===== config.mk =====
export PLATFORM = sky130hd
export DESIGN_NAME = fft_band_energy
export DESIGN_NICKNAME = d
export VERILOG_FILES = /design/src/rtl/fft_band_pkg.sv /design/src/rtl/fft_band_energy_hold.sv /design/src/rtl/fft_band_energy.sv
export SDC_FILE = /design/constraint.sdc
export NUM_CORES = 2
export LEC_CHECK = 0
export ABC_CLOCK_PERIOD_IN_PS = 10000
export CAP_MARGIN = 10
export CORE_MARGIN = 1
export CORE_UTILIZATION = 52
export DETAILED_ROUTE_END_ITERATION = 10
export PLACE_DENSITY = 0.81
export SLEW_MARGIN = 20
export SYNTH_ARGS = -nofsm -noshare
export SYNTH_HDL_FRONTEND = slang
export SYNTH_SLANG_ARGS = --single-unit

===== constraint.sdc =====
create_clock -name clock_i -period 10 [get_ports clock_i]
set_clock_uncertainty 0.05 [all_clocks]
set_input_delay 1 -clock clock_i [delete_from_list [all_inputs] [get_ports clock_i]]
set_output_delay 1 -clock clock_i [all_outputs]
set_load 0.01 [all_outputs]

===== src/rtl/fft_band_pkg.sv =====
// Shared types and helpers for the FFT band-energy block: FSM encoding,
// saturating level conversion and packed-bus slice indexing.
package fft_band_pkg;

  typedef enum logic [2:0] {
    S_IDLE,
    S_ISSUE,
    S_DRAIN,
    S_UPDATE,
    S_DONE
  } state_t;

  // Clamp an already-shifted energy to an lw-bit level (all-ones on overflow).
  function automatic logic [31:0] sat_level(input logic [63:0] raw, input int unsigned lw);
    logic [63:0] lim;
    lim = 64'd1 << lw;
    if (raw >= lim) return 32'(lim - 64'd1);
    return raw[31:0];
  endfunction

  function automatic int unsigned slice_lo(input int unsigned k, input int unsigned w);
    return k * w;
  endfunction

endpackage


===== src/rtl/fft_band_energy_hold.sv =====
// Per-band level register: shift/saturate the band energy, then apply
// freeze, peak-hold and optional one-step decay when this band updates.
module band_level_hold
  import fft_band_pkg::*;
#(
  parameter int unsigned ACC_W   = 42,
  parameter int unsigned SHIFT_W = 6,
  parameter int unsigned LEVEL_W = 4
) (
  input  logic               clock_i,
  input  logic               reset_n_i,
  input  logic               upd_i,
  input  logic [ACC_W-1:0]   acc_i,
  input  logic [SHIFT_W-1:0] shift_i,
  input  logic               freeze_i,
  input  logic               decay_en_i,
  output logic [LEVEL_W-1:0] level_o
);

  logic [ACC_W-1:0]   raw;
  logic [LEVEL_W-1:0] lvl, level_q, level_d, dec_lvl;

  assign raw     = acc_i >> shift_i;
  assign lvl     = LEVEL_W'(sat_level(64'(raw), LEVEL_W));
  assign dec_lvl = level_q - LEVEL_W'(1);

  always_comb begin
    level_d = level_q;
    if (upd_i && !freeze_i) begin
      if (lvl >= level_q)  level_d = lvl;
      else if (decay_en_i) level_d = (dec_lvl > lvl) ? dec_lvl : lvl;
      else                 level_d = lvl;
    end
  end

  always_ff @(posedge clock_i or negedge reset_n_i) begin
    if (!reset_n_i) level_q <= '0;
    else            level_q <= level_d;
  end

  assign level_o = level_q;

endmodule


===== src/rtl/fft_band_energy.sv =====
// Walks the FFT magnitude BRAM once per frame, accumulating squared
// magnitude per contiguous address band and updating per-band levels.
module fft_band_energy
  import fft_band_pkg::*;
#(
  parameter int unsigned NUM_BANDS = 7,
  parameter int unsigned ADDR_W    = 10,
  parameter int unsigned DATA_W    = 16,
  parameter int unsigned RD_LAT    = 2,
  parameter int unsigned LEVEL_W   = 4,
  parameter int unsigned SHIFT_W   = 6,
  parameter int unsigned ACC_W     = 2*DATA_W+ADDR_W
) (
  input  logic                         clock_i,
  input  logic                         reset_n_i,
  input  logic                         start_i,
  input  logic [ADDR_W-1:0]            base_addr_i,
  input  logic [NUM_BANDS*ADDR_W-1:0]  band_edges_i,
  input  logic [NUM_BANDS*SHIFT_W-1:0] shifts_i,
  input  logic                         freeze_i,
  input  logic                         decay_en_i,
  input  logic [DATA_W-1:0]            data_i,
  output logic [ADDR_W-1:0]            bram_addr_o,
  output logic                         busy_o,
  output logic                         done_o,
  output logic [NUM_BANDS*LEVEL_W-1:0] levels_o,
  output logic [ACC_W-1:0]             acc_dbg_o
);

  localparam int unsigned BW = (NUM_BANDS > 1) ? $clog2(NUM_BANDS) : 1;
  localparam int unsigned CW = $clog2(RD_LAT + 1);

  state_t                                  state_q, state_d;
  logic [ADDR_W-1:0]                       addr_q, addr_d;
  logic [BW-1:0]                           band_q, band_d, band_nx;
  logic [CW-1:0]                           cnt_q, cnt_d;
  logic [ACC_W-1:0]                        acc_q, acc_d, dbg_q;
  logic [RD_LAT-1:0]                       tag_q;
  logic [NUM_BANDS-1:0][ADDR_W-1:0]        edges_q;
  logic [NUM_BANDS-1:0][SHIFT_W-1:0]       shifts_q;
  logic [2*DATA_W-1:0]                     sq;
  logic [ADDR_W-1:0]                       cur_hi, nxt_hi;
  logic                                    issue, upd, latch, last;

  assign sq      = (2*DATA_W)'(data_i) * (2*DATA_W)'(data_i);
  assign band_nx = band_q + BW'(1);
  assign cur_hi  = edges_q[band_q];
  assign nxt_hi  = edges_q[band_nx];
  assign last    = (band_q == BW'(NUM_BANDS-1));

  always_comb begin
    state_d = state_q;
    addr_d  = addr_q;
    band_d  = band_q;
    cnt_d   = cnt_q;
    acc_d   = acc_q;
    issue   = 1'b0;
    upd     = 1'b0;
    latch   = 1'b0;
    // A tag at the end of the pipe means data_i belongs to this band now.
    if (tag_q[RD_LAT-1]) acc_d = acc_q + ACC_W'(sq);
    case (state_q)
      S_IDLE: if (start_i) begin
        latch   = 1'b1;
        addr_d  = base_addr_i;
        band_d  = '0;
        acc_d   = '0;
        state_d = (band_edges_i[ADDR_W-1:0] <= base_addr_i) ? S_UPDATE : S_ISSUE;
      end
      S_ISSUE: begin
        issue  = 1'b1;
        addr_d = addr_q + ADDR_W'(1);
        if (addr_q == cur_hi - ADDR_W'(1)) begin
          state_d = S_DRAIN;
          cnt_d   = '0;
        end
      end
      S_DRAIN: begin
        cnt_d = cnt_q + CW'(1);
        if (cnt_q == CW'(RD_LAT-1)) state_d = S_UPDATE;
      end
      S_UPDATE: begin
        upd    = 1'b1;
        acc_d  = '0;
        addr_d = cur_hi;
        band_d = band_nx;
        if (last) state_d = S_DONE;
        else      state_d = (nxt_hi <= cur_hi) ? S_UPDATE : S_ISSUE;
      end
      S_DONE:  state_d = S_IDLE;
      default: state_d = S_IDLE;
    endcase
  end

  always_ff @(posedge clock_i or negedge reset_n_i) begin
    if (!reset_n_i) begin
      state_q  <= S_IDLE;
      addr_q   <= '0;
      band_q   <= '0;
      cnt_q    <= '0;
      acc_q    <= '0;
      dbg_q    <= '0;
      tag_q    <= '0;
      edges_q  <= '0;
      shifts_q <= '0;
    end else begin
      state_q  <= state_d;
      addr_q   <= addr_d;
      band_q   <= band_d;
      cnt_q    <= cnt_d;
      acc_q    <= acc_d;
      tag_q[0] <= issue;
      for (int i = 1; i < RD_LAT; i++) tag_q[i] <= tag_q[i-1];
      if (upd) dbg_q <= acc_q;
      if (latch) begin
        edges_q  <= band_edges_i;
        shifts_q <= shifts_i;
      end
    end
  end

  for (genvar g = 0; g < NUM_BANDS; g++) begin : g_band
    band_level_hold #(
      .ACC_W  (ACC_W),
      .SHIFT_W(SHIFT_W),
      .LEVEL_W(LEVEL_W)
    ) u_hold (
      .clock_i   (clock_i),
      .reset_n_i (reset_n_i),
      .upd_i     (upd && (band_q == BW'(g))),
      .acc_i     (acc_q),
      .shift_i   (shifts_q[g]),
      .freeze_i  (freeze_i),
      .decay_en_i(decay_en_i),
      .level_o   (levels_o[slice_lo(g, LEVEL_W) +: LEVEL_W])
    );
  end

  assign bram_addr_o = addr_q;
  assign busy_o      = (state_q == S_ISSUE) || (state_q == S_DRAIN) || (state_q == S_UPDATE);
  assign done_o      = (state_q == S_DONE);
  assign acc_dbg_o   = dbg_q;

endmodule


After elaboration in Yosys (flattened, before gate mapping). Index checks and enable logic that the tools add are counted.

$add $sub $neg: 12. Multipliers: 1. Multiplexer cells: 66. Shift operators: 7. Reduce and logical (&&, ||, !) cells: 26. Eq/ne operators: 15. Order comparisons: 25.

Operator list (number): $ge A42 B5 Y1 const B (7); $shr A42 B6 Y42 (7); $mux W4 (35); $mux W42 (2); $pmux W42 S2 (1); $bmux W10 S3 (2); $add A42 B32 Y42 (1); $mul A16 B16 Y32 (1); $mux W10 (3); $pmux W10 S3 (1); $ge A4 B4 Y1 (7); $gt A4 B4 Y1 (7); $sub A4 B1 Y4 const B (7); $le A10 B10 Y1 (2); $mux W3 (5); $logic_and A1 B1 Y1 (14); $eq A3 B2 Y1 const B (4); $eq A3 B3 Y1 const B (4); $pmux W3 S4 (1); $mux W1 (11); $add A10 B1 Y10 const B (1); $eq A10 B10 Y1 (1); $sub A10 B1 Y10 const B (1); $lt A3 B4 Y1 const B (2); 15 further kinds (25).

Logic and storage cells: 180. Register bits after elaboration: 244.

Logic depth before layout (Yosys ltp).
Depth in word-level cells: 8. Gate-level depth with buffers: 25. Mapped depth without buffers: 24.

Cells and area by module. Synthesis repeated with hierarchy kept, for this count alone.

Cells, all modules: 4719. Area total of the unflattened synthesis: 41482.3 sq um.

By module, submodules not included: band_level_hold (instances 7, area each 3174.3 sq um, cells each 360); fft_band_energy (instances 1, area each 19262.2 sq um, cells each 2199).

Worst setup path after synthesis. Ideal clock, no wire load.

Path kind: input -> register. From: in data_i[4]. To: reg acc_q[33]. Buffers on the path: 2. Stages: 21. Arrival: 6.899 ns. Slack: 2.914 ns. Library setup time: 0.137 ns. Cells stage by stage: clkbuf_1 buf_1 nand2_1 fa_1 inv_1 fa_1 fa_1 fa_1 fa_1 inv_1 fa_1 inv_1 ha_1 a21o_1 a21o_1 a221o_1 o211ai_1 nand2_1 a221o_1 mux2i_1 o31ai_1.

Cells in the longest elaborated chain, start to end: 5.

RTL lines: start: declaration (RTL line fft_band_energy.sv:22) `input logic [DATA_W-1:0] data_i,`; $mul A16 B16 Y32 * (RTL line fft_band_energy.sv:45) `assign sq = (2*DATA_W)'(data_i) * (2*DATA_W)'(data_i);`; $add A42 B32 Y42 * (RTL line fft_band_energy.sv:61) `if (tag_q[RD_LAT-1]) acc_d = acc_q + ACC_W'(sq);`; $mux W42 * (RTL line fft_band_energy.sv:61); $mux W42 (RTL line fft_band_energy.sv:63) `S_IDLE: if (start_i) begin`; $pmux W42 S2 * (RTL line fft_band_energy.sv:62) `case (state_q)`; via acc_d[33] (RTL line fft_band_energy.sv:37) `logic [ACC_W-1:0] acc_q, acc_d, dbg_q;`; end signal: assignment (RTL line fft_band_energy.sv:101) `acc_q <= '0;`; end signal: assignment (RTL line fft_band_energy.sv:111) `acc_q <= acc_d;`; end: declaration (RTL line fft_band_energy.sv:37).

Mark *: on every way through the listed nets, which the timed path passes. The rest lies on a longest branch. A chain may end at the register's enable or synchronous reset.

Final worst setup path.
From: in data_i[4]. To: reg acc_q[38].

The elaborated chain is that of the path after synthesis.

==> flow_summary.json <==
{
  "synth_xor_area_share_pct": 1.631,
  "violations": "design-rule violations",
  "end_kind": "register",
  "seq_area_um2": 6133,
  "ys_warn_count": 0,
  "setup_tns_ps": 0,
  "async_reset_ff_share_pct": 100.0,
  "wl_met3_mm": 17.12,
  "dp_hpwl_mm": 89.73,
  "nNetsFinal": 5120,
  "regToRegStartpoint": "shifts_q[37]",
  "hold_class": "register to register",
  "maxCapViolCount": 0,
  "cp-startpoint": "data_i[4]",
  "crit_type": "input port to register",
  "routabilityCongestion": 1.018,
  "drtAntennaViolNets": 0,
  "ios": 225,
  "areaGrowthSynthToFinish_pct": 9.051,
  "yosys.area_share.simple_pct": 17.92,
  "grt_first_pass_wirelength_mm": 205.7,
  "drc_errors": 12,
  "grt_start_max_net_pins": 84,
  "dieArea_um2": 75450,
  "status": "complete, but fails checks",
  "route.layer.met1.wl_mm": 49.93,
  "final_cells": 5568,
  "synth-main-ff-cell": "dfrtp_1",
  "synth_top_area_share_pct": 15.79,
  "start_util_pct": 52.82,
  "holdBufCountCts": 0,
  "cts_root_buf": "clkbuf_16",
  "slew-limit-headroom_pct": 16.89,
  "cts_tree": "yes",
  "die_h_um": 274.7,
  "fin_crit_sh_pct": 74.96,
  "vias_per_cell": 6.767,
  "path_clk_slew_ps": 70,
  "synth_fa_ha_area_share_pct": 16.50,
  "hold_start": "tag_q[0]",
  "leakage_nw": 18.58,
  "synth_edf_count": 0,
  "rsz0062_at_grt": "false",
  "postSynthCellCount": 4686,
  "avgSynthCellArea_um2": 8.251,
  "post_cts_buffers": 0,
  "synthTopCellsByArea": "dfrtp_1, mux4_2, fa_1",
  "yosysTopAreaCell": "dfrtp_1",
  "placed_cells": 5510,
  "fp.dieW_um": 274.7,
  "whs_ps": 302.7,
  "synth_top_family_by_area": "multiplexers",
  "start_kind": "input port",
  "synth_cell_types": 91,
  "synth-compound-area-share_pct": 18.80,
  "grt_use_total_pct": 34.62,
  "h-tree-depth": 1,
  "row_count": 99,
  "synth.most_common_cell": "nand2_1",
  "vias": 37681,
  "antenna_found_initial": 3,
  "drt_wl_total_mm": 133.0,
  "clock_path_buffers": 3,
  "drive_gt1_share_pct": 10.74,
  "routed.top_layer": "met5",
  "p_total_mw": 17.14,
  "clk_latency_ps": 630,
  "grt_pass1_vias": 36281,
  "setup_viol": 0,
  "finalHoldViolations": 0,
  "initialDrtViolationCount": 4816,
  "dr_wl_met2_mm": 57.62,
  "worst_ir_drop_vdd_mv": 0.3744,
  "max_freq_mhz": 133.4,
  "nFillCells": 6349,
  "synthesis.area_um2": 38670,
  "dr.pass1.iters": 11,
  "synth_seq_cells": 244,
  "core_um2": 73210,
  "port_buffers": 224,
  "cts.sinks": 244,
  "synthMuxAreaShare_pct": 19.90,
  "crit_path_max_fanout": 19,
  "required_ps": 10490,
  "overflow": 0,
  "cts_resized": 0,
  "fin_crit_ps": 7496,
  "crit_arrival_ps": 7980,
  "cts_made_buffers": 31,
  "multi_input_area_um2": 28920,
  "routedWlPerCell_um": 23.89,
  "slew_violations": 0,
  "ys_seq_area_share_pct": 15.79,
  "tightestPinTransition_ps": 1247,
  "netlist_top_cells_count": "nand2_1, inv_1, clkbuf_1, nor2_1, dfrtp_1",
  "power_density_nw_per_um2": 406.5,
  "synth_nets": 5222
}
==> where the power goes <==
group / internal, mW / total, mW / switching, mW / leakage, nW
sequential: 1.40 / 2.08 / 0.681 / 3.08
combinational: 5.72 / 13.8 / 8.06 / 14.9
clock: 0.769 / 1.27 / 0.504 / 0.558
total: 7.89 / 17.1 / 9.25 / 18.6
==> path summary, 6_finish.rpt <==
check,end,slack (ps),cells past startpoint
worst min register to register,tag_q[1],300,0
max in group asynchronous,acc_dbg_o[29],7630,3
worst min-delay path,tag_q[1],300,0
worst max register to register,g_band[6].u_hold.level_o[3],3780,16
min in group asynchronous,g_band[3].u_hold.level_o[3],320,1
worst max-delay path,acc_q[38],2500,21
==> sequential cells by signal, indices dropped and copies added (netlist names) <==
name                   flops
state_q                    3
cnt_q                      2
tag_q                      2
shifts_q                  42
acc_dbg_o                 42
band_q                     3
acc_q                     42
edges_q                   70
g_band.u_hold.level_o     28
bram_addr_o               10
==> through the flow <==
| step | area [µm²] | worst slack (ps) | util (%) |
|---|---|---|---|
| 3_5_place_dp | 41030 | 1912 | 56.05 |
| 3_3_place_gp | 41030 | 2061 | 56.05 |
| 5_1_grt | 42160 | 2129 | 57.59 |
| 4_1_cts | 42160 | 2538 | 57.59 |
| 2_1_floorplan | 38670 | 2914 | - |
| 6_report | 42170 | 2504 | 57.60 |
==> cells by family after synthesis <==
family | after synthesis
mux | 475
fa+ha+maj | 393
buf+inv | 942
flops | 244
compound gates | 1077
simple gates | 1483
xor+xnor | 72
==> placed cells by master (no fill, tap or decap), types with 58 or more instances in the layout <==
cell type and instances:
o21ai_0 232, nor2_1 256, dfrtp_1 224, clkdlybuf4s50_1 223, inv_1 476, nand3_1 59
fa_1 195, mux2i_1 192, a21oi_1 239, nand2b_1 58, and2_1 69, buf_4 92
mux4_2 219, ha_1 198, nand2_1 670, nor3_1 98
==> critical path: stages <==
cell and delay [ps]:
clkdlybuf4s50_1 1020, nand2_1 180, fa_1 640, inv_1 70, fa_1 470, fa_1 530, fa_1 520, fa_1 540
inv_1 50, fa_1 530, inv_1 40, ha_1 370, and4_1 260, and2_1 160, nand2_1 60, a21o_1 190
a21oi_1 330, a311o_1 330, a31oi_1 190, or3_1 340, a21oi_1 150
==> routing by layer <==
| metal | vias to the layer above | GRT usage [%] |
|---|---|---|
| met2 | 2577 | 52.17 |
| met1 | 18020 | 45.37 |
| li1 | 16472 | - |
| met4 | 8 | 18.29 |
| met5 | - | 0.3133 |
| met3 | 604 | 9.400 |
==> final cells by class <==
class	instances	area share, %
Multi-Input combinational cell	3500	68.59
Sequential cell	244	14.55
Timing Repair Buffer	316	6.967
Inverter	491	4.371
Tap cell	959	2.846
Clock buffer	42	2.080
Clock inverter	15	0.5964
Antenna cell	1	0.005935
(Power assumes the default switching activity.)
